===== src/rtl/cnn_pkg.sv =====
// Shared types and constants for the pooling read path.
// Latency: none (types and constants only).
// Backpressure: none; the reader keeps no downstream handshake.
package cnn_pkg;

  // Each 2x2 pooling window is read as four pixels.
  localparam int POOL_WIN = 4;

  typedef enum logic [2:0] {
    IDLE,
    ISSUE,
    SLOT,
    WAIT,
    FLUSH
  } pool_rd_state_t;

  // A token that travels alongside the RAM read latency.
  typedef struct packed {
    logic run;
    logic clr;
  } pool_tok_t;

endpackage


===== src/rtl/pool_window_reader_if.sv =====
// Bundles the reader's control, buffer-RAM and pooler-facing signals.
// Latency: none (wiring only).
// Backpressure: none; the RAM and the pooler accept one item every cycle.
interface pool_window_reader_if #(
  parameter int DATA_WIDTH = 16,
  parameter int ADDR_WIDTH = 10
);
  logic                  start;
  logic                  mem_rd_en;
  logic [ADDR_WIDTH-1:0] mem_addr;
  logic [DATA_WIDTH-1:0] mem_data;
  logic                  run_out;
  logic                  clear_out;
  logic [DATA_WIDTH-1:0] data_out;
  logic                  busy;
  logic                  done;

  // The reader drives this side.
  modport master (
    input  start, mem_data,
    output mem_rd_en, mem_addr, run_out, clear_out, data_out, busy, done
  );

  // The RAM, pooler and controller drive this side.
  modport slave (
    output start, mem_data,
    input  mem_rd_en, mem_addr, run_out, clear_out, data_out, busy, done
  );
endinterface


===== src/rtl/valid_delay_line.sv =====
// Fixed-depth shift register that delays tokens to line up with RAM read data.
// Latency: DEPTH cycles from i_dat to o_dat.
// Backpressure: none; it shifts every cycle. o_busy is high while any stage holds a set bit.
module valid_delay_line #(
  parameter type T     = logic,
  parameter int  DEPTH = 1
) (
  input  logic clk,
  input  logic reset_n,
  input  T     i_dat,
  output T     o_dat,
  output logic o_busy
);

  T r_stage [DEPTH];

  // Shift tokens one stage per cycle. Reset empties every stage.
  always_ff @(posedge clk or negedge reset_n) begin
    if (!reset_n) begin
      for (int i = 0; i < DEPTH; i++) r_stage[i] <= '0;
    end else begin
      r_stage[0] <= i_dat;
      for (int i = 1; i < DEPTH; i++) r_stage[i] <= r_stage[i-1];
    end
  end

  assign o_dat = r_stage[DEPTH-1];

  // The line counts as occupied while any stage holds a token.
  always_comb begin
    o_busy = 1'b0;
    for (int i = 0; i < DEPTH; i++) o_busy = o_busy | (|r_stage[i]);
  end

endmodule


===== src/rtl/pool_window_reader.sv =====
// Walks the feature map one 2x2 window at a time and feeds pixels and window-close strobes to the pooler.
// Latency: first read one cycle after start; run_out MEM_LATENCY cycles after each read.
// Backpressure: none. POOL_READ_OVERLAP_EN defined lets the next window issue right after the close slot.
module pool_window_reader
  import cnn_pkg::*;
#(
  parameter int DATA_WIDTH  = 16,
  parameter int ADDR_WIDTH  = 10,
  parameter int IMG_W       = 28,
  parameter int IMG_H       = 28,
  parameter int MEM_LATENCY = 1
) (
  input logic                  clk,
  input logic                  reset_n,
  pool_window_reader_if.master bus
);

  localparam logic [ADDR_WIDTH-1:0] C_ROW     = ADDR_WIDTH'(IMG_W);
  localparam logic [ADDR_WIDTH-1:0] C_WC_LAST = ADDR_WIDTH'(IMG_W/2 - 1);
  localparam logic [ADDR_WIDTH-1:0] C_WR_LAST = ADDR_WIDTH'(IMG_H/2 - 1);
  // From the last window of a window-row to the first window of the next one: down two rows, back to column 0.
  localparam logic [ADDR_WIDTH-1:0] C_ROW_JUMP = ADDR_WIDTH'(IMG_W + 2);

  pool_rd_state_t        r_state, w_state_nxt;
  logic [1:0]            r_rd_cnt, w_rd_cnt_nxt;
  logic [ADDR_WIDTH-1:0] r_wc, w_wc_nxt;
  logic [ADDR_WIDTH-1:0] r_wr, w_wr_nxt;
  logic [ADDR_WIDTH-1:0] r_base, w_base_nxt;
  logic [2:0]            r_wait_cnt, w_wait_nxt;
  logic [ADDR_WIDTH-1:0] w_addr_nxt;
  logic                  r_mem_rd_en;
  logic [ADDR_WIDTH-1:0] r_mem_addr;
  logic                  w_last_win;
  logic                  w_pipe_busy;
  logic                  w_done;
  pool_tok_t             w_tok_in, w_tok_out;

  assign w_last_win = (r_wc == C_WC_LAST) && (r_wr == C_WR_LAST);

  // Next state and next window position. r_base holds the top-left address of the window, so no multiply is needed.
  always_comb begin
    w_state_nxt  = r_state;
    w_rd_cnt_nxt = r_rd_cnt;
    w_wc_nxt     = r_wc;
    w_wr_nxt     = r_wr;
    w_base_nxt   = r_base;
    w_wait_nxt   = r_wait_cnt;
    case (r_state)
      IDLE: begin
        if (bus.start) begin
          w_state_nxt  = ISSUE;
          w_rd_cnt_nxt = 2'd0;
          w_wc_nxt     = '0;
          w_wr_nxt     = '0;
          w_base_nxt   = '0;
        end
      end
      ISSUE: begin
        if (r_rd_cnt == 2'(POOL_WIN - 1)) w_state_nxt = SLOT;
        else                              w_rd_cnt_nxt = r_rd_cnt + 2'd1;
      end
      SLOT: begin
        if (w_last_win) begin
          w_state_nxt = FLUSH;
        end else begin
          w_rd_cnt_nxt = 2'd0;
          if (r_wc == C_WC_LAST) begin
            w_wc_nxt   = '0;
            w_wr_nxt   = r_wr + 1'b1;
            w_base_nxt = r_base + C_ROW_JUMP;
          end else begin
            w_wc_nxt   = r_wc + 1'b1;
            w_base_nxt = r_base + ADDR_WIDTH'(2);
          end
`ifdef POOL_READ_OVERLAP_EN
          w_state_nxt = ISSUE;
`else
          w_state_nxt = WAIT;
          w_wait_nxt  = 3'(MEM_LATENCY - 1);
`endif
        end
      end
      WAIT: begin
        if (r_wait_cnt == 3'd0) w_state_nxt = ISSUE;
        else                    w_wait_nxt  = r_wait_cnt - 3'd1;
      end
      FLUSH: begin
        if (!w_pipe_busy) w_state_nxt = IDLE;
      end
      default: w_state_nxt = IDLE;
    endcase
    // Read order inside a window: (r,c), (r,c+1), (r+1,c), (r+1,c+1).
    w_addr_nxt = w_base_nxt + (w_rd_cnt_nxt[1] ? C_ROW : '0) + ADDR_WIDTH'(w_rd_cnt_nxt[0]);
  end

  // State, counters and the registered read strobe and address.
  always_ff @(posedge clk or negedge reset_n) begin
    if (!reset_n) begin
      r_state     <= IDLE;
      r_rd_cnt    <= 2'd0;
      r_wc        <= '0;
      r_wr        <= '0;
      r_base      <= '0;
      r_wait_cnt  <= 3'd0;
      r_mem_rd_en <= 1'b0;
      r_mem_addr  <= '0;
    end else begin
      r_state     <= w_state_nxt;
      r_rd_cnt    <= w_rd_cnt_nxt;
      r_wc        <= w_wc_nxt;
      r_wr        <= w_wr_nxt;
      r_base      <= w_base_nxt;
      r_wait_cnt  <= w_wait_nxt;
      r_mem_rd_en <= (w_state_nxt == ISSUE);
      if (w_state_nxt == ISSUE) r_mem_addr <= w_addr_nxt;
    end
  end

  // A read launches a run token. The close slot launches a clear token on the same timing.
  always_comb begin
    w_tok_in     = '0;
    w_tok_in.run = r_mem_rd_en;
    w_tok_in.clr = (r_state == SLOT);
  end

  valid_delay_line #(
    .T     (pool_tok_t),
    .DEPTH (MEM_LATENCY)
  ) u_valid_delay_line (
    .clk     (clk),
    .reset_n (reset_n),
    .i_dat   (w_tok_in),
    .o_dat   (w_tok_out),
    .o_busy  (w_pipe_busy)
  );

  assign w_done        = (r_state == FLUSH) && !w_pipe_busy;
  assign bus.mem_rd_en = r_mem_rd_en;
  assign bus.mem_addr  = r_mem_addr;
  assign bus.run_out   = w_tok_out.run;
  assign bus.clear_out = w_tok_out.clr;
  // data_out is zeroed outside run cycles, so stale RAM data never reaches the pooler.
  assign bus.data_out  = w_tok_out.run ? bus.mem_data : {DATA_WIDTH{1'b0}};
  assign bus.done      = w_done;
  assign bus.busy      = (r_state != IDLE) && !w_done;

endmodule


===== src/flat_wrapper.sv =====
// flat-port wrapper written by rule: the top's interface ports become plain ports
module pool_window_reader_flat import cnn_pkg::*;
#(
  parameter int DATA_WIDTH  = 16,
  parameter int ADDR_WIDTH  = 10,
  parameter int IMG_W       = 28,
  parameter int IMG_H       = 28,
  parameter int MEM_LATENCY = 1
)
  (clk, reset_n, bus_start, bus_mem_data, bus_mem_rd_en, bus_mem_addr, bus_run_out, bus_clear_out, bus_data_out, bus_busy, bus_done);
  pool_window_reader_if #(.DATA_WIDTH(DATA_WIDTH), .ADDR_WIDTH(ADDR_WIDTH)) bus_i ();
  input logic clk;
  input logic reset_n;
  input wire logic [$bits(bus_i.start)-1:0] bus_start;
  input wire logic [$bits(bus_i.mem_data)-1:0] bus_mem_data;
  output wire logic [$bits(bus_i.mem_rd_en)-1:0] bus_mem_rd_en;
  output wire logic [$bits(bus_i.mem_addr)-1:0] bus_mem_addr;
  output wire logic [$bits(bus_i.run_out)-1:0] bus_run_out;
  output wire logic [$bits(bus_i.clear_out)-1:0] bus_clear_out;
  output wire logic [$bits(bus_i.data_out)-1:0] bus_data_out;
  output wire logic [$bits(bus_i.busy)-1:0] bus_busy;
  output wire logic [$bits(bus_i.done)-1:0] bus_done;
  assign bus_i.start = bus_start;
  assign bus_i.mem_data = bus_mem_data;
  assign bus_mem_rd_en = bus_i.mem_rd_en;
  assign bus_mem_addr = bus_i.mem_addr;
  assign bus_run_out = bus_i.run_out;
  assign bus_clear_out = bus_i.clear_out;
  assign bus_data_out = bus_i.data_out;
  assign bus_busy = bus_i.busy;
  assign bus_done = bus_i.done;
  pool_window_reader #(.DATA_WIDTH(DATA_WIDTH), .ADDR_WIDTH(ADDR_WIDTH), .IMG_W(IMG_W), .IMG_H(IMG_H), .MEM_LATENCY(MEM_LATENCY)) u_core (.clk(clk), .reset_n(reset_n), .bus(bus_i));
endmodule

===== config.mk =====
export PLATFORM = sky130hd
export DESIGN_NAME = pool_window_reader_flat
export DESIGN_NICKNAME = d
export VERILOG_FILES = /design/src/rtl/cnn_pkg.sv /design/src/rtl/pool_window_reader_if.sv /design/src/rtl/valid_delay_line.sv /design/src/rtl/pool_window_reader.sv /design/src/flat_wrapper.sv
export SDC_FILE = /design/constraint.sdc
export NUM_CORES = 1
export LEC_CHECK = 0
export BUFFER_PORTS_ARGS = -buffer_cell sky130_fd_sc_hd__buf_2
export CORE_ASPECT_RATIO = 1.75
export CORE_MARGIN = 5
export CORE_UTILIZATION = 36
export DETAILED_ROUTE_END_ITERATION = 16
export PLACE_DENSITY_LB_ADDON = 0.05
export SETUP_SLACK_MARGIN = 0.15
export SYNTH_ARGS = -nofsm -noshare
export SYNTH_HDL_FRONTEND = slang
export SYNTH_HIERARCHICAL = 1
export SYNTH_SLANG_ARGS = --single-unit

===== constraint.sdc =====
create_clock -name clk -period 3.5 [get_ports clk]
set_clock_uncertainty 0.1 [all_clocks]
set_input_delay 0.875 -clock clk [delete_from_list [all_inputs] [get_ports clk]]
set_output_delay 0.875 -clock clk [all_outputs]
set_load 0.05 [all_outputs]

==> impl_metrics.ini <==
[power_and_ir_drop]
p_per_area_nw_per_um2 = 705.9
ir_drop_v = 0.0005912
p_int_w = 0.001524
power_frac_clock_pct = 18.6
cellLeakagePower_nw = 1.910
swShare_pct = 44.77
power_w = 0.002758
netSwitchingPower_w = 0.001235
comb_power_share_pct = 52.8
pwr-share-seq_pct = 28.7

[synth]
synthAdderAreaFrac_pct = 6.568
ys_types = 53
synthXorXnorAreaFrac_pct = 5.305
synth_top_family_by_area = simple AND/OR/NAND/NOR gates
synthTopCellsByArea = dfrtp_1 43%, ha_1 5.9%, nand2_1 4.5%
synth_compound_gate_area_share_pct = 17.56
synth_top_cell_by_area = dfrtp_1
synth-seq-area-share_pct = 42.95
synth.avg_cell_area_um2 = 9.524
syn_area_um2 = 2972
synth-seq-cells = 51
synthSimpleGateAreaFrac_pct = 22.74
synth_mux_area_share_pct = 1.432
synth_ff_type = dfrtp_1
synth_cells = 312
synth_top_area_share_pct = 42.95
synth_edf_count = 0
async_flop_share_pct = 100.0
syn_nets = 346
yosysWarnings = 6

[routing]
drt_iter0_markers = 82
drt_wl_total_mm = 7.785
vias_per_cell = 5.167
wl_per_cell_um = 15.51
dr_total_vias = 2594
dr.pass1.iters = 4
drcViolationCount = 0
drtAntennaViolNets = 0

[timing]
fmax_mhz = 281.7
relSlewSlack_pct = 54.93
drv_slew = 0
period_minus_slack_ns = 3.550
setup_tns_ns = -0.05818
max_slew.worst_pin.slew_ns = 0.6760
finalHoldViolations = 0
rsz0062_at_grt = yes
fin_crit_sh_pct = 101.4
worst_slack_ns = -0.05047
setup_viol = 2

[cts]
clockRootBuffer = clkbuf_16
clock-sinks = 51
htreeDepth = 2
cts_inserted_buffers = 5
clockBufferDepth = 2
clk_pin_slew_worst_paths_ns = 0.07
cts_tree = yes
clkLatencyLatePin_ns = 0.29

[grt]
grt_pass1_wl_mm = 13.13
grt_max_degree = 52
antenna_found_initial = 0
overflow = 0
grt_pass1_vias = 2680
track_usage_pct = 16.46

[hold_path]
hold_path_class = reg2reg

[worst_setup_path]
endpoint = u_core/bus.mem_addr[7]
setup.worst_path.end_class = flip-flop
critPathRequiredTime_ns = 3.58
crit_type = reg2reg
startpoint = u_core/r_wc[4]
start_kind = flip-flop
worst-r2r-cell-count = 13
r2r-start = u_core/r_wc[4]
rrSetupSlack_ns = -0.05
critPathArrivalTime_ns = 3.63
rr_endpoint = u_core/bus.mem_addr[7]
worstPathMaxFanout = 5

[floorplanning]
rows = 44
start_util_pct = 36.23
die_w_um = 78.68
die_h_um = 130.2
coreArea_um2 = 8203
die-area_um2 = 10240
io-pin-count = 50

[run_status]
status = finished, violations left
violations = setup timing

[placement]
placed_cells_incl_taps = 490
portBuffers = 49
gp_congestion = 0.7602
hpwl_mm = 6.113

[run]
drv_cap = 0

[final_layout]
n_antenna_cell = 0
drive_above_1_share_pct = 32.68
finalNetCount = 443
final_util_pct = 47.64
areaGrowthSynthToFinish_pct = 31.49
fin_cells = 502
-- synth_stat cells (2+ instances only) --
| cell | instances |
|---|---|
| a2111oi_0 | 2 |
| a211o_1 | 3 |
| a211oi_1 | 3 |
| a21o_1 | 3 |
| a21oi_1 | 8 |
| a22o_1 | 2 |
| a31o_4 | 2 |
| a31oi_1 | 2 |
| and2_0 | 2 |
| and2_1 | 19 |
| and3_1 | 4 |
| and4_1 | 4 |
| buf_6 | 2 |
| clkbuf_1 | 7 |
| dfrtp_1 | 51 |
| ha_1 | 14 |
| inv_1 | 8 |
| mux2_1 | 2 |
| mux2i_1 | 2 |
| nand2_1 | 36 |
| nand2b_1 | 4 |
| nand3_1 | 17 |
| nand4_1 | 3 |
| nor2_1 | 26 |
| nor2b_1 | 2 |
| nor3_1 | 6 |
| nor4b_1 | 2 |
| o21a_1 | 3 |
| o21ai_0 | 20 |
| o21ai_1 | 6 |
| o22ai_1 | 2 |
| o311ai_1 | 2 |
| o31ai_1 | 4 |
| or4_1 | 4 |
| xnor2_1 | 7 |
| xor2_1 | 11 |
-- cells in the final DEF (no fill, tap or decap), types with 3 or more instances in the layout --
master,instances
dfrtp_1,51
buf_4,50
buf_2,49
nand2_1,34
nor2_1,26
and2_1,19
o21ai_0,18
nand3_1,16
xor2_1,11
ha_1,10
inv_1,8
o21ai_1,8
nor3_1,6
clkbuf_16,5
xnor2_1,5
a21oi_1,5
nand2b_1,4
and3_1,4
o31ai_1,4
and4_1,4
or4_1,3
o21a_1,3
nand4_1,3
a21o_1,3
a21oi_2,3
a2111oi_1,3
a211oi_1,3
a211o_1,3
-- logic make-up (layout without fill, tap and decap cells) --
group                      Yosys count  count (layout)
buffers and inverters               21             119
and+or+nand+nor                    133             133
AOI/OAI and AO/OA                   70              70
adders and majority gates           15              15
muxes                                4               4
xor gates and xnor gates            18              18
DFF                                 51              51
-- power by group through the flow --
stage	logic, W	clock network (W)	registers (W)
4_1_cts	0.00145	0.000533	0.000794
3_3_place_gp	0.00141	0	0.000799
6_report	0.00146	0.000513	0.000791
2_1_floorplan	0.000819	0	0.000902
3_5_place_dp	0.00142	0	0.000803
5_1_grt	0.00159	0.000554	0.000817
-- through the flow --
| stage | instance area, um2 | hold WS [ns] | setup WS [ns] |
|---|---|---|---|
| floorplan | 3018 | 0.3373 | -0.04783 |
| global placement | 3677 | 0.2734 | -0.1217 |
| detailed placement | 3677 | 0.2836 | -0.1646 |
| CTS | 3874 | 0.3017 | -0.04509 |
| global route | 3908 | 0.3139 | -0.1943 |
| finish | 3908 | 0.2937 | -0.05047 |
-- worst min path at each step --
stage,startpoint,depth (start not counted),end
after floorplan,u_core/r_wc[9],1,u_core/r_wc[9]
after global placement,u_core/bus.mem_rd_en,0,u_core/u_valid_delay_line/o_dat[1]
after detailed placement,u_core/bus.mem_rd_en,0,u_core/u_valid_delay_line/o_dat[1]
after CTS,u_core/bus.mem_rd_en,0,u_core/u_valid_delay_line/o_dat[1]
after global routing,u_core/bus.mem_rd_en,0,u_core/u_valid_delay_line/o_dat[1]
final,u_core/bus.mem_rd_en,0,u_core/u_valid_delay_line/o_dat[1]
-- metal layers --
metal / up-vias / routed length (um) / global-route usage [%]
li1: 1292 / - / -
met1: 1225 / 3032 / 17.68
met2: 72 / 4254 / 32.20
met3: 5 / 397 / 2.555
met4: 0 / 100 / 5.355
met5: - / 0 / 0
-- worst max-delay path, stage by stage (launching register included) --
cell	delay [ns]
dfrtp_1	0.38
or4_1	0.53
or4_4	0.48
clkinv_8	0.09
ha_4	0.19
a21o_1	0.17
a21oi_2	0.13
xor2_1	0.16
o21ai_1	0.11
ha_1	0.33
a21o_1	0.18
a31o_4	0.22
and4_1	0.17
a211o_1	0.22
-- layout make-up --
cell class,instances,area (um2)
sequential,51,1276
timing repair buffer,100,631.9
fill,796,4295
clock buffer,8,156.4
multi-input combinational,240,1672
tap,92,115.1
inverter,11,56.30
-- flip-flops by register name (all words and copies together), names as in the netlist --
| signal | count |
|---|---|
| u_core/r_base | 10 |
| u_core/r_state | 3 |
| u_core/r_wait_cnt | 3 |
| u_core/r_rd_cnt | 2 |
| u_core/u_valid_delay_line/o_dat | 2 |
| u_core/r_wr | 10 |
| u_core/bus.mem_addr | 10 |
| u_core/r_wc | 10 |
| u_core/bus.mem_rd_en | 1 |
-- what timing repair did --
item | in CTS | in global routing
buffers inserted | 2 | 2
pin swaps | 4 | 2
setup endpoints to repair | 7 | 8
hold buffers | 0 | 0
gates resized for setup | 8 | 5
(Power assumes the default switching activity.)
